--- src/rtl/flow_sum_pkg.sv ---
// Shared types and helpers for the flow_sum_n packet accumulator.
package flow_sum_pkg;

  // IDLE: waiting for go; ACC: summing a packet; ERR: summing with overflow latched.
  typedef enum logic [1:0] {
    IDLE = 2'd0,
    ACC  = 2'd1,
    ERR  = 2'd2
  } fs_state_t;

  // All-ones value of the given width (1..64), right-aligned in 64 bits.
  function automatic logic [63:0] sum_max(input int unsigned width);
    return {64{1'b1}} >> (64 - width);
  endfunction

endpackage

--- src/rtl/flow_sum_n_if.sv ---
// Word-stream input and result/status output bundle of flow_sum_n.
// master: word producer / status consumer side; slave: the accumulator.
interface flow_sum_n_if #(
  parameter int W     = 16,
  parameter int CNT_W = 8
);
  logic             go;
  logic             abort;
  logic             in_valid;
  logic [W-1:0]     in_data;
  logic             busy;
  logic             done;
  logic             error;
  logic [W-1:0]     sum;
  logic [CNT_W-1:0] count;

  modport master (
    output go, abort, in_valid, in_data,
    input  busy, done, error, sum, count
  );

  modport slave (
    input  go, abort, in_valid, in_data,
    output busy, done, error, sum, count
  );
endinterface

--- src/rtl/flow_sum_acc.sv ---
// W-bit accumulator adder with carry detect.
// FLOW_SUM_SAT_EN defined: an overflowing add saturates to all-ones.
// FLOW_SUM_SAT_EN undefined: an overflowing add wraps to the low W bits.
module flow_sum_acc
  import flow_sum_pkg::*;
#(
  parameter int W = 16
) (
  input  logic [W-1:0] acc_i,
  input  logic [W-1:0] add_i,
  output logic [W-1:0] sum_o,
  output logic         carry_o
);

  logic [W:0] raw;

  assign raw     = {1'b0, acc_i} + {1'b0, add_i};
  assign carry_o = raw[W];

`ifdef FLOW_SUM_SAT_EN
  localparam logic [W-1:0] SUM_MAX = W'(sum_max(W));
  // Once saturated, any further nonzero add carries again, so acc stays pinned.
  assign sum_o = raw[W] ? SUM_MAX : raw[W-1:0];
`else
  assign sum_o = raw[W-1:0];
`endif

endmodule

--- src/rtl/flow_sum_n.sv ---
// Zero-terminated packet accumulator with valid qualifier, element counter,
// abort, and sticky sum/length overflow. Result registers hold until the
// next done. Optional build macro: FLOW_SUM_SAT_EN (saturating sum, see
// flow_sum_acc); default build wraps.
module flow_sum_n
  import flow_sum_pkg::*;
#(
  parameter int W     = 16,
  parameter int CNT_W = 8
) (
  input  logic               clk,
  input  logic               rst_n,
  flow_sum_n_if.slave        bus
);

  localparam logic [CNT_W-1:0] CNT_MAX = CNT_W'(sum_max(CNT_W));

  fs_state_t        state_q, state_d;
  logic [W-1:0]     acc_q, acc_d;
  logic [CNT_W-1:0] cnt_q, cnt_d;
  logic             ovf_q, ovf_d;
  logic             done_q, done_d;
  logic [W-1:0]     sum_q, sum_d;
  logic [CNT_W-1:0] count_q, count_d;
  logic             error_q, error_d;

  logic [W-1:0]     acc_next;
  logic             acc_carry;
  logic             word_nz;
  logic             word_term;
  logic             cnt_full;

  assign word_nz   = bus.in_valid && (bus.in_data != '0);
  assign word_term = bus.in_valid && (bus.in_data == '0);
  assign cnt_full  = (cnt_q == CNT_MAX);

  flow_sum_acc #(.W(W)) u_acc (
    .acc_i   (acc_q),
    .add_i   (bus.in_data),
    .sum_o   (acc_next),
    .carry_o (acc_carry)
  );

  // State register.
  // NOTE: sequential state uses non-blocking assignments so every register
  // samples pre-edge values regardless of process ordering.
  always_ff @(posedge clk) begin
    if (!rst_n) state_q <= IDLE;
    else        state_q <= state_d;
  end

  // Next-state logic: abort wins, terminator returns to IDLE, overflow moves to ERR.
  // NOTE: every combinational output gets a default first so no latch is inferred.
  always_comb begin
    state_d = state_q;
    if (bus.abort) begin
      state_d = IDLE;
    end else begin
      unique case (state_q)
        IDLE:     if (bus.go && word_nz) state_d = ACC;
        ACC, ERR: begin
          if (word_term)                             state_d = IDLE;
          else if (word_nz && (acc_carry || cnt_full)) state_d = ERR;
        end
        default:  state_d = IDLE;
      endcase
    end
  end

  // FSM outputs: busy is a pure decode of the state register.
  always_comb begin
    bus.busy = (state_q != IDLE);
  end

  // Datapath next values: accumulator, counter, sticky overflow and result latch.
  always_comb begin
    acc_d   = acc_q;
    cnt_d   = cnt_q;
    ovf_d   = ovf_q;
    done_d  = 1'b0;
    sum_d   = sum_q;
    count_d = count_q;
    error_d = error_q;
    if (bus.abort) begin
      acc_d = '0;
      cnt_d = '0;
      ovf_d = 1'b0;
    end else begin
      unique case (state_q)
        IDLE: begin
          if (bus.go && bus.in_valid) begin
            acc_d = bus.in_data;
            cnt_d = word_nz ? CNT_W'(1) : '0;
            ovf_d = 1'b0;
            if (word_term) begin
              // Empty packet: report an all-zero result straight away.
              done_d  = 1'b1;
              sum_d   = '0;
              count_d = '0;
              error_d = 1'b0;
            end
          end
        end
        ACC, ERR: begin
          if (word_nz) begin
            acc_d = acc_next;
            cnt_d = cnt_full ? cnt_q : cnt_q + CNT_W'(1);
            ovf_d = ovf_q | acc_carry | cnt_full;
          end else if (word_term) begin
            done_d  = 1'b1;
            sum_d   = acc_q;
            count_d = cnt_q;
            error_d = ovf_q;
          end
        end
        default: ;
      endcase
    end
  end

  // Datapath and output registers, synchronous active-low reset.
  always_ff @(posedge clk) begin
    if (!rst_n) begin
      acc_q   <= '0;
      cnt_q   <= '0;
      ovf_q   <= 1'b0;
      done_q  <= 1'b0;
      sum_q   <= '0;
      count_q <= '0;
      error_q <= 1'b0;
    end else begin
      acc_q   <= acc_d;
      cnt_q   <= cnt_d;
      ovf_q   <= ovf_d;
      done_q  <= done_d;
      sum_q   <= sum_d;
      count_q <= count_d;
      error_q <= error_d;
    end
  end

  assign bus.done  = done_q;
  assign bus.sum   = sum_q;
  assign bus.count = count_q;
  assign bus.error = error_q;

endmodule
--- src/flat_wrapper.sv ---
// flat-port wrapper written by rule: the top's interface ports become plain ports
module flow_sum_n_flat import flow_sum_pkg::*;
#(
  parameter int W     = 16,
  parameter int CNT_W = 8
)
  (clk, rst_n, bus_go, bus_abort, bus_in_valid, bus_in_data, bus_busy, bus_done, bus_error, bus_sum, bus_count);
  flow_sum_n_if #(.W(W), .CNT_W(CNT_W)) bus_i ();
  input  logic clk;
  input  logic rst_n;
  input wire logic [$bits(bus_i.go)-1:0] bus_go;
  input wire logic [$bits(bus_i.abort)-1:0] bus_abort;
  input wire logic [$bits(bus_i.in_valid)-1:0] bus_in_valid;
  input wire logic [$bits(bus_i.in_data)-1:0] bus_in_data;
  output wire logic [$bits(bus_i.busy)-1:0] bus_busy;
  output wire logic [$bits(bus_i.done)-1:0] bus_done;
  output wire logic [$bits(bus_i.error)-1:0] bus_error;
  output wire logic [$bits(bus_i.sum)-1:0] bus_sum;
  output wire logic [$bits(bus_i.count)-1:0] bus_count;
  assign bus_i.go = bus_go;
  assign bus_i.abort = bus_abort;
  assign bus_i.in_valid = bus_in_valid;
  assign bus_i.in_data = bus_in_data;
  assign bus_busy = bus_i.busy;
  assign bus_done = bus_i.done;
  assign bus_error = bus_i.error;
  assign bus_sum = bus_i.sum;
  assign bus_count = bus_i.count;
  flow_sum_n #(.W(W), .CNT_W(CNT_W)) u_core (.clk(clk), .rst_n(rst_n), .bus(bus_i));
endmodule
--- config.mk ---
export PLATFORM = sky130hd
export DESIGN_NAME = flow_sum_n_flat
export DESIGN_NICKNAME = d
export VERILOG_FILES = /design/src/rtl/flow_sum_pkg.sv /design/src/rtl/flow_sum_n_if.sv /design/src/rtl/flow_sum_acc.sv /design/src/rtl/flow_sum_n.sv /design/src/flat_wrapper.sv
export SDC_FILE = /design/constraint.sdc
export NUM_CORES = 1
export LEC_CHECK = 0
export ABC_CLOCK_PERIOD_IN_PS = 4400
export CORE_MARGIN = 3
export CORE_UTILIZATION = 59
export DETAILED_ROUTE_END_ITERATION = 10
export PLACE_DENSITY = 0.85
export SETUP_SLACK_MARGIN = 0.02
export SYNTH_ARGS = -nofsm -noshare
export SYNTH_HDL_FRONTEND = slang
export SYNTH_SLANG_ARGS = --single-unit
--- constraint.sdc ---
create_clock -name clk -period 4.4 [get_ports clk]
set_clock_uncertainty 0.15 [all_clocks]
set_input_delay 1.1 -clock clk [delete_from_list [all_inputs] [get_ports clk]]
set_output_delay 1.1 -clock clk [all_outputs]
set_load 0.05 [all_outputs]
==> impl_metrics.env <==
export IMPL_synth_area_per_cell_um2=8.59
export IMPL_end_kind="flip-flop"
export IMPL_synth_area_top_cells="dfxtp_1 32%, mux2i_1 9.2%, ha_1 7.1%"
export IMPL_maxCapViolCount=0
export IMPL_pre_cts_ws_ps=481
export IMPL_syn_area_um2=3370
export IMPL_clk_insertion_delay_late_ps=310
export IMPL_seq_power_share=0.496
export IMPL_fin_total_pwr_mw=0.995
export IMPL_synth_edf_count=0
export IMPL_wl_um=8200
export IMPL_numPortBuffers=47
export IMPL_ys_flop_type="dfxtp_1"
export IMPL_status="finished clean"
export IMPL_fin_setup_tns_ps=0
export IMPL_p_sw_frac=0.267
export IMPL_core_um2=5300
export IMPL_area_growth_synth_to_final_pct=18.9
export IMPL_tightest_slew_ps=619
export IMPL_synth_top_cell_by_area="dfxtp_1"
export IMPL_clockBufferDepth=2
export IMPL_path_clk_slew_ps=90
export IMPL_num_antenna_cells=0
export IMPL_drive_gt1_frac=0.0602
export IMPL_synth_simple_gate_area_frac=0.267
export IMPL_grt_pass1_wl_um=13400
export IMPL_die_height_um=81.6
export IMPL_cts_root_buf="clkbuf_8"
export IMPL_final_cells=502
export IMPL_setup_slack_ps=793
export IMPL_critPathMaxFanout=4
export IMPL_slew_violations=0
export IMPL_postSynthRegisterBits=53
export IMPL_die_area_um2=6650
export IMPL_die_w_um=81.6
export IMPL_overflow=0
export IMPL_viasPerCell=6.17
export IMPL_synthAdderAreaFrac=0.0765
export IMPL_clock_sinks=53
export IMPL_power_density_nw_per_um2=248
export IMPL_grt_usage=0.256
export IMPL_core_rowCount=26
export IMPL_whs_ps=334
export IMPL_worstPathRequired_ps=4450
export IMPL_io_pins=48
export IMPL_ys_warnings_count=0
export IMPL_tritoncts="yes"
export IMPL_synth_top_area_frac=0.315
export IMPL_critical_path_class="in2reg"
export IMPL_async_reset_ff_frac=0
export IMPL_power_leakage_nw=1.72
export IMPL_drt_iter0_markers=219
export IMPL_cts_resized=0
export IMPL_grt_pass1_vias=2857
export IMPL_syn_nets=433
export IMPL_rsz0062_at_grt="no"
export IMPL_max_freq_mhz=277
export IMPL_numCtsBuffers=5
export IMPL_hold_buffers=0
export IMPL_htree_num_levels=2
export IMPL_synth_compound_area_frac=0.188
export IMPL_cts_setup_buffers=0
export IMPL_dpl_hpwl_um=6320
export IMPL_drc=0
export IMPL_arrival_ps=3650
export IMPL_relSlewSlack=0.587
export IMPL_design_area_um2=4010
export IMPL_startpoint_type="primary input"
export IMPL_final_util=0.755
export IMPL_drtPass1Iterations=5
export IMPL_switchingPower_mw=0.265
export IMPL_dr_total_vias=3096
export IMPL_antenna_found_initial=0
export IMPL_internal_power_mw=0.730
export IMPL_initial_utilization=0.635
export IMPL_ys_seq_area_frac=0.315
export IMPL_combinationalPowerShare=0.173
export IMPL_ant_nets=0
export IMPL_synth_cells=392
export IMPL_place_area_um2=3890
export IMPL_ir_worst_vdd_v=0.000143
export IMPL_period_needed_ps=3610
export IMPL_grt_max_degree=26
export IMPL_min_path_type="reg2reg"
export IMPL_wl_per_cell_um=16.3
export IMPL_clock_power_share=0.331
export IMPL_layout_nets=472
export IMPL_placed_cells=494
export IMPL_synth_xor_area_share=0.0234
export IMPL_hold_viol_final=0
export IMPL_synth_mux_area_frac=0.0955
export IMPL_ys_types=58
export IMPL_finalSetupViolCount=0
export IMPL_final_period_utilization=0.820
export IMPL_synth_top_family_by_area="simple AND/OR/NAND/NOR gates"
export IMPL_globalplace_congestion=0.915
-- layout make-up --
type,count,area (µm²)
inverter,6,22.5
clock buffer,6,72.6
clock inverter,2,38.8
timing repair buffer,55,531
fill,403,1300
tap,70,87.6
multi-input combinational,310,2190
sequential,53,1060
-- logic make-up after synthesis --
group | count (synthesis)
buffers and inverters | 29
AOI/OAI and AO/OA | 93
and+or+nand+nor | 156
xor gates and xnor gates | 9
adders and majority gates | 20
DFF | 53
muxes | 32
-- synthesized netlist by cell type (2+ instances only) --
master / instances
clkbuf_1: 17
a211o_1: 3
nor3_1: 10
and4_1: 4
nor2b_1: 29
a211oi_1: 9
and2_1: 28
nand3_1: 13
xnor2_1: 2
and3_1: 7
mux2i_1: 31
buf_2: 5
o21ai_0: 6
a41oi_1: 2
a31oi_1: 4
nor2_1: 24
nor4_2: 4
or3_1: 2
or4_1: 2
nor4_1: 3
nand4_1: 8
a22oi_1: 3
o21ai_1: 7
ha_1: 19
inv_1: 5
a21o_1: 9
a21oi_1: 27
o221ai_1: 3
o211ai_1: 2
nand2b_1: 2
o21a_1: 3
dfxtp_1: 53
o22ai_1: 2
nand2_1: 14
xor2_1: 7
-- flip-flops by register name, summed over array words and instances, names as in the netlist --
name and count:
u_core.cnt_q 8, u_core.bus.done 1, u_core.bus.sum 16, u_core.acc_q 16, u_core.bus.error 1, u_core.bus.count 8
u_core.state_q 2, u_core.ovf_q 1
-- worst paths after layout --
check	from	end	slack, ps	cells past startpoint
setup / recovery	bus_in_data[0]	u_core.state_q[1]$_SDFFE_PP0P_	790	9
hold / removal	u_core.acc_q[2]$_SDFFE_PP0P_	u_core.acc_q[2]$_SDFFE_PP0P_	330	2
setup reg to reg	u_core.state_q[0]$_SDFFE_PP0P_	u_core.bus.sum[3]$_SDFFE_PN0P_	1710	8
hold reg to reg	u_core.acc_q[2]$_SDFFE_PP0P_	u_core.acc_q[2]$_SDFFE_PP0P_	330	2
-- cells in the final DEF (no fill, tap or decap), types with 4 or more instances in the layout --
cell type,instances
clkdlybuf4s50_1,47
o21ai_0,6
a211oi_1,9
buf_4,8
inv_1,5
xor2_1,7
mux2i_1,31
nand2_1,14
nand3_1,13
clkbuf_8,5
nor3_1,10
a21oi_1,27
nor4_2,4
o21ai_1,7
nor2_1,24
a31oi_1,4
and4_1,4
dfxtp_1,53
a21o_1,9
nor2b_1,29
and2_1,28
nand4_1,8
ha_1,19
and3_1,7
-- power by group through the flow --
stage          clock network, mW  registers [mW]  logic, mW
5_1_grt                    0.351           0.494      0.188
2_1_floorplan                  0           0.501      0.113
6_report                   0.329           0.493      0.173
3_3_place_gp                   0           0.504      0.164
4_1_cts                    0.338           0.493      0.170
3_5_place_dp                   0           0.504      0.169
-- metal layers --
layer | global-route usage | up-vias | part of all wire
met5 | 0 | - | 0
met4 | 0.0608 | 0 | 0.018
met3 | 0.0329 | 18 | 0.064
met2 | 0.432 | 111 | 0.47
met1 | 0.345 | 1447 | 0.45
li1 | - | 1520 | -
-- worst max-delay path, stage by stage --
cell and delay (ps):
clkdlybuf4s50_1 460, ha_1 250, fa_1 440, a211o_1 350, a21o_1 190, and4_1 220
o211ai_2 220, a21oi_1 110, a311o_1 320
No activity file was read; power rests on OpenSTA's default activity.
